[src/rtl/acc_reduce_unit.sv]
// ---------------------------------------------------------------------------
// acc_reduce_unit
//
// Shared-accumulator reduction unit. N_CORE cores post add-requests to N_ACC
// 32-bit accumulators. Each accumulator owns a fixed-latency adder pipeline
// with result bypass, a stamp-ordered arbiter and a direct write/clear path.
//
// Handshake: a request on (core c, acc a) transfers on a rising edge where
// req_valid[c][a] && req_ready[c][a]. Ready goes only to the arbitration winner
// of that accumulator and only when the accumulator can accept this cycle.
// Ready depends on the core's own valid solely through winner selection.
//
// Configuration macro: ACC_REDUCE_FLOAT_EN
//   defined   -> fp32 add through the fadd_core IP (LATENCY must match it)
//   undefined -> 32-bit wrap-around integer add through a LATENCY-stage pipe
//
// Ports
//   clk        in   clock
//   reset      in   synchronous, active-high
//   req_valid  in   [N_CORE][N_ACC]           core c requests add into acc a
//   req_ready  out  [N_CORE][N_ACC]           grant
//   req_data   in   [N_CORE][N_ACC] x 32      addend
//   req_stamp  in   [N_CORE][N_ACC] x GC_WIDTH signed ordering stamp
//   gd_sign    in   0: smallest stamp wins, 1: largest stamp wins
//   wr_en      in   direct write strobe
//   wr_idx     in   target accumulator (out-of-range ignored)
//   wr_data    in   write value
//   acc_rdata  out  [N_ACC] x 32              registered accumulator values
//   acc_idle   out  every accumulator has count <= 1
//   no_req     out  no req_valid asserted anywhere
// ---------------------------------------------------------------------------
module acc_reduce_unit #(
    parameter int N_CORE   = 4,
    parameter int N_ACC    = 3,
    parameter int LATENCY  = 6,
    parameter int GC_WIDTH = 16,
    localparam int IW      = (N_ACC > 1) ? $clog2(N_ACC) : 1
) (
    input  logic                                     clk,
    input  logic                                     reset,
    input  logic [N_CORE-1:0][N_ACC-1:0]             req_valid,
    output logic [N_CORE-1:0][N_ACC-1:0]             req_ready,
    input  logic [N_CORE-1:0][N_ACC-1:0][31:0]       req_data,
    input  logic [N_CORE-1:0][N_ACC-1:0][GC_WIDTH-1:0] req_stamp,
    input  logic                                     gd_sign,
    input  logic                                     wr_en,
    input  logic [IW-1:0]                            wr_idx,
    input  logic [31:0]                              wr_data,
    output logic [N_ACC-1:0][31:0]                   acc_rdata,
    output logic                                     acc_idle,
    output logic                                     no_req
);

    localparam int CW = $clog2(LATENCY + 1);
    localparam int SW = (N_CORE > 1) ? $clog2(N_CORE) : 1;
    localparam logic [CW-1:0] CNT_FULL = CW'(LATENCY);
    localparam logic [CW-1:0] CNT_ONE  = CW'(1);

    logic [N_ACC-1:0] w_cnt_le1;

    assign no_req   = ~(|req_valid);
    assign acc_idle = &w_cnt_le1;

    for (genvar a = 0; a < N_ACC; a++) begin : g_acc
        logic [CW-1:0]                r_cnt;
        logic [31:0]                  r_acc;
        logic                         w_found;
        logic [SW-1:0]                w_win;
        logic signed [GC_WIDTH-1:0]   w_best;
        logic [31:0]                  w_win_data;
        logic                         w_wr_hit;
        logic                         w_accept_ok;
        logic                         w_accept;
        logic [31:0]                  w_operand;
        logic [31:0]                  w_result;

        // Strict comparison keeps the earlier (lower-index) core on equal stamps.
        always_comb begin
            w_found    = 1'b0;
            w_win      = '0;
            w_best     = '0;
            w_win_data = '0;
            for (int c = 0; c < N_CORE; c++) begin
                if (req_valid[c][a] &&
                    (!w_found ||
                     (gd_sign ? ($signed(req_stamp[c][a]) > w_best)
                              : ($signed(req_stamp[c][a]) < w_best)))) begin
                    w_found    = 1'b1;
                    w_win      = SW'(c);
                    w_best     = $signed(req_stamp[c][a]);
                    w_win_data = req_data[c][a];
                end
            end
        end

        assign w_wr_hit    = wr_en && (32'(wr_idx) == 32'(a));
        assign w_accept_ok = (r_cnt <= CNT_ONE) && !w_wr_hit;
        assign w_accept    = w_accept_ok && w_found;

        for (genvar c = 0; c < N_CORE; c++) begin : g_rdy
            assign req_ready[c][a] = w_accept_ok && w_found && (w_win == SW'(c));
        end

        // Bypass: when the previous result is landing this cycle, chain from it.
        assign w_operand = (r_cnt == CNT_ONE) ? w_result : r_acc;

`ifdef ACC_REDUCE_FLOAT_EN
        fadd_core #(
            .LATENCY (LATENCY)
        ) u_fadd (
            .clk   (clk),
            .i_a   (w_operand),
            .i_b   (w_win_data),
            .o_sum (w_result)
        );
`else
        logic [LATENCY-1:0][31:0] r_pipe;
        logic [31:0]              w_sum;

        assign w_sum    = w_operand + w_win_data;
        assign w_result = r_pipe[LATENCY-1];

        // The pipe shifts every cycle; r_cnt decides which slot is meaningful.
        always_ff @(posedge clk) begin
            if (reset) begin
                r_pipe <= '0;
            end else begin
                r_pipe <= {r_pipe[LATENCY-2:0], w_sum};
            end
        end
`endif

        // A direct write clears the count, so an in-flight result never lands.
        always_ff @(posedge clk) begin
            if (reset) begin
                r_acc <= '0;
                r_cnt <= '0;
            end else if (w_wr_hit) begin
                r_acc <= wr_data;
                r_cnt <= '0;
            end else begin
                if (r_cnt == CNT_ONE) begin
                    r_acc <= w_result;
                end
                if (w_accept) begin
                    r_cnt <= CNT_FULL;
                end else if (r_cnt != '0) begin
                    r_cnt <= r_cnt - CNT_ONE;
                end
            end
        end

        assign acc_rdata[a] = r_acc;
        assign w_cnt_le1[a] = (r_cnt <= CNT_ONE);
    end

endmodule

[config.mk]
export PLATFORM = sky130hd
export DESIGN_NAME = acc_reduce_unit
export DESIGN_NICKNAME = d
export VERILOG_FILES = /design/src/rtl/acc_reduce_unit.sv
export SDC_FILE = /design/constraint.sdc
export NUM_CORES = 2
export LEC_CHECK = 0
export CAP_MARGIN = 15
export CORE_AREA = 2 2 285 287
export CTS_BUF_LIST = sky130_fd_sc_hd__clkbuf_8
export CTS_CLUSTER_DIAMETER = 80
export DETAILED_ROUTE_END_ITERATION = 8
export DIE_AREA = 0 0 287 289
export GPL_TIMING_DRIVEN = 0
export PLACE_DENSITY = 0.74
export SLEW_MARGIN = 25
export SYNTH_ARGS = -nofsm -noshare
export SYNTH_HDL_FRONTEND = slang
export SYNTH_SLANG_ARGS = --single-unit
[constraint.sdc]
create_clock -name clk -period 13.6 [get_ports clk]
set_clock_uncertainty 0.1 [all_clocks]
set_input_delay 2.72 -clock clk [delete_from_list [all_inputs] [get_ports clk]]
set_output_delay 2.72 -clock clk [all_outputs]
set_load 0.1 [all_outputs]
Yosys cells after proc, flatten, opt, wreduce, memory -nomap -nowiden
Cells that the tools add are included.
- flip-flop bits (word level): 681
- input port bits: 626
- output and inout port bits: 110
- logic and storage cells: 201
- add/sub/neg operators: 6
- magnitude comparators: 21
- eq/ne operators: 14
- mux-type cells: 63
- bitwise gates (word level): 1
- reductions and logical operators: 69
- operators with widths (cell ; count):
    32-bit two-way mux ; 18
    16-bit > comparator ; 9
    16-bit less-than comparator ; 9
    16-bit two-way mux ; 9
    32-bit adder ; 3
    1-bit logical AND ; 30
    1-bit two-way mux ; 24
    3-bit two-way mux ; 6
    2-bit equality test (second input constant) ; 7
    1-bit logical NOT ; 12
    2-bit two-way mux ; 6
    12-bit OR reduction ; 1
    3-bit by 1-bit equality test with 1-bit output (second input constant) ; 3
    3-bit by 1-bit <= comparator with 1-bit output (second input constant) ; 3
    1-bit logical OR ; 9
    3-bit nonzero test ; 3
    3-bit OR reduction ; 3
    3-bit by 1-bit subtractor with 3-bit output (second input constant) ; 3
    2-bit by 1-bit equality test with 1-bit output (second input constant) ; 4
    2-bit logical NOT ; 4
    2-bit nonzero test ; 3
    2-bit OR reduction ; 3
    3-bit AND reduction ; 1
    1-bit inverter ; 1

Longest topological paths before layout
- depth in word-level cells: 18
- mapped depth: 49
- depth with buffers taken out: 43

Worst setup path after synthesis
OpenSTA, ideal clock, no wires.
- path kind: input-to-output
- from: input port req_valid[1] (netlist name)
- to: output port req_ready[4] (netlist name)
- arrival: 11.897 ns
- data required time: 10.780 ns
- setup slack: -1.117 ns
- stages: 35
- buffers on the path: 6
- cell sequence: clkbuf_1 > clkbuf_1 > nand2_1 > ha_1 > a21o_1 > a21o_1 > a21oi_1 > nor2_1 > nor3_2 > a31oi_1 > a41oi_4 > clkbuf_1 > a21oi_1 > ha_1 > and3_1 > nand4_2 > nor2_1 > o21ai_1 > nor4b_2 > or3_1 > nand3_1 > buf_2 > buf_1 > nor2_1 > a21o_1 > ha_1 > nand3_1 > nor4_1 > a21oi_1 > a22o_1 > nand3b_1 > a31oi_4 > buf_2 > nand3b_1 > nor4_1
- RTL lines (what ; RTL line ; source):
    from (decl) ; 41 ; input logic [N_CORE-1:0][N_ACC-1:0] req_valid,
    to (decl) ; 42 ; output logic [N_CORE-1:0][N_ACC-1:0] req_ready,

==> results_dict.tcl <==
set metrics [dict create \
    outcome "completed" \
    ys_types 91 \
    critical_path_depth 34 \
    drt_wl_total_um 125000 \
    synth-async-reset-ratio_pct 0 \
    ios 736 \
    final_common_cell "clkdlybuf4s50_1" \
    finalCriticalPeriod_ns 13.24 \
    grt_max_degree 20 \
    critPathLaunch "req_stamp[6]" \
    power_mw 5.59 \
    yosysSeqAreaShare_pct 41.9 \
    io_buffers 733 \
    worstPathRequired_ns 10.78 \
    post-route-period-util_pct 97.4 \
    hp-class "reg2reg" \
    cp.arrival_ns 10.42 \
    start_kind "input port" \
    hold_violations 0 \
    tightest_slew_ns 1.12 \
    yosys-top-cells-area "dfxtp_1, nor2b_1, ha_1" \
    crit_fanout 10 \
    start_util_pct 40.8 \
    gp_congestion 0.980 \
    dp_cells 5473 \
    layout_common_cells "clkdlybuf4s50_1, dfxtp_1, nor2b_1" \
    die_w_um 287 \
    synthCells 3679 \
    final_cell_area_um2 43900 \
    die_h_um 289 \
    ys.flop_type "dfxtp_1" \
    grt_pass1_vias 28540 \
    reg2reg_depth 16 \
    cp_slowest_stage_delay_ns 0.64 \
    worstSetupPathType "in2out" \
    drive_above_1_share_pct 10.1 \
    ant_nets 0 \
    grt.overflow.total 0 \
    cts_tree "done" \
    syn_nets 4551 \
    setup_ws_ns 0.359 \
    avgSynthCellArea_um2 8.85 \
    drt_iter0_drc 2314 \
    relSlewSlack_pct 25.4 \
    yosysTopAreaCellShare_pct 41.9 \
    finalSetupViolCount 0 \
    final_cells 5682 \
    vias_per_cell 5.31 \
    cts-root-buf "clkbuf_8" \
    gr-usage-all-layers_pct 28.8 \
    syn_area_um2 32600 \
    fill_cells 7346 \
    dp_hpwl_um 102000 \
    finish.utilization_pct 54.9 \
    endpoint "req_ready[0]" \
    h-tree-depth 3 \
    clk_pin_slew_worst_paths_ns 0.06 \
    rr_startpoint "g_acc[2].r_cnt[2]$_SDFFE_PP0P_" \
    pre_cts_slack_ns -2.65 \
    row_count 104 \
    cts_sinks 681 \
    path_buf_inv 7 \
    crit_path_end_kind "output port" \
    reg2reg_slack_ns 7.90 \
    area_growth_pct 34.7 \
    dpl_cell_area_um2 41200 \
    critical-path-top-delay-family "compound AO/OA/AOI/OAI gates" \
    power_density_nw_per_um2 127 \
    ir_drop_uv 74.2 \
    rr_endpoint "g_acc[2].r_pipe[31]$_SDFF_PP0_" \
    drc 0 \
    critPathSlowestCell "clkdlybuf4s50_1" \
    power.leakage_nw 18.3 \
    yosysTopAreaCell "dfxtp_1" \
    fmax_ghz 0.0755 \
    insertion_delay_ns 0.72 \
    clk_path_buf_depth 3 \
    grt_first_pass_wirelength_um 178000 \
    dr.pass1.iters 5 \
    maxSlewViolCount 0 \
    dieArea_um2 82900 \
    hold_buffers 0 \
    cts_made_buffers 103 \
    synth_edf_count 0 \
    vias 30179 \
    ys_warn_count 0 \
    antenna_found_initial 11 \
    core_area_um2 79900 \
    max_cap_violations 0 \
    routedWlPerCell_um 22.0 \
    layout.nets 5405 \
    ys_ff_latch 681 \
]
[logic make-up (layout without fill, tap and decap cells)]
logic type | Yosys count | count (layout) | synth area share [%]
adders and majority gates | 246 | 246 | 9.52
buffers and inverters | 291 | 1227 | 3.68
and+or+nand+nor | 1593 | 1593 | 24.6
DFF | 681 | 681 | 41.9
xor gates and xnor gates | 68 | 68 | 1.83
muxes | 146 | 146 | 4.99
other | 0 | 7 | 0
AOI/OAI and AO/OA | 654 | 654 | 13.5
[worst min-delay path by stage]
stage | end | cells past startpoint | from
after detailed placement | g_acc[0].r_pipe[134]$_SDFF_PP0_ | 1 | g_acc[0].r_pipe[102]$_SDFF_PP0_
after floorplan | g_acc[0].r_pipe[100]$_SDFF_PP0_ | 1 | g_acc[0].r_pipe[68]$_SDFF_PP0_
after global placement | g_acc[2].w_result[3]$_SDFF_PP0_ | 1 | g_acc[2].r_pipe[131]$_SDFF_PP0_
after CTS | g_acc[2].w_result[16]$_SDFF_PP0_ | 1 | g_acc[2].r_pipe[144]$_SDFF_PP0_
final | g_acc[2].w_result[16]$_SDFF_PP0_ | 1 | g_acc[2].r_pipe[144]$_SDFF_PP0_
after global routing | g_acc[2].w_result[16]$_SDFF_PP0_ | 1 | g_acc[2].r_pipe[144]$_SDFF_PP0_
[Yosys cell counts (22+ instances only)]
cell type,count
nor3_1,142
o21a_1,23
dfxtp_1,681
nand4_1,29
a221o_1,45
o21bai_1,22
a211oi_1,31
clkbuf_1,148
o21ai_0,73
nor2_1,473
xnor2_1,34
xor2_1,34
a21o_1,75
a31oi_1,49
ha_1,243
a21oi_1,216
inv_1,83
buf_2,33
mux2_2,129
nor2b_1,504
nand2_1,225
nand3_1,105
[sequential cells by signal, summed over array words and instances (netlist names)]
name            cells
g_acc.r_acc        96
g_acc.r_cnt         9
g_acc.r_pipe      480
g_acc.w_result     96
[stage by stage]
step	TNS (ns)	hold WS, ns
global placement	-72.31	0.315
CTS	-0.0412	0.279
detailed placement	-80.84	0.320
finish	0	0.289
global route	-0.0000142	0.324
floorplan	-0.944	0.314
[worst register-to-register path, cell delays in order, from the launching register on]
cell	delay, ns
dfxtp_1	0.32
clkbuf_1	0.17
nor3b_1	0.76
clkbuf_1	0.78
mux2i_1	0.59
inv_1	0.10
ha_1	0.33
a211oi_1	0.26
nor2_1	0.13
o211a_1	0.30
a211oi_1	0.50
nor2_1	0.23
o211ai_1	0.26
a31oi_1	0.21
nand2b_1	0.20
a211o_1	0.26
nand2_1	0.13
[report_power, final]
part	internal, mW	switching [mW]
clock	0.972	0.801
combinational	0.664	0.961
sequential	2.14	0.0469
[timing repair]
item	4_1_cts	5_1_grt
pin swaps	9	12
gates resized for setup	138	49
setup buffers	9	8
endpoints found under the setup margin	51	38
[per-layer routing]
| metal | global-route usage [%] | vias to the layer above | share of wire (%) |
|---|---|---|---|
| met3 | 5.16 | 225 | 7.4 |
| met2 | 46.8 | 1198 | 46 |
| met5 | 0 | - | 0.053 |
| li1 | - | 14413 | - |
| met1 | 38.4 | 14333 | 43 |
| met4 | 10.3 | 10 | 3.6 |
[final cells by class]
class / count / area, µm² / area share [%]
multi-input cells: 2707 / 18000 / 40.9
flip-flops and latches: 681 / 13600 / 31.1
repair buffers: 751 / 7390 / 16.8
clock buffers: 135 / 1860 / 4.23
well taps: 1060 / 1330 / 3.02
plain buffers: 206 / 1000 / 2.29
clock inverters: 52 / 384 / 0.875
inverters: 83 / 312 / 0.710
diodes: 7 / 17.5 / 0.0399
No activity file was read; power rests on OpenSTA's default activity.
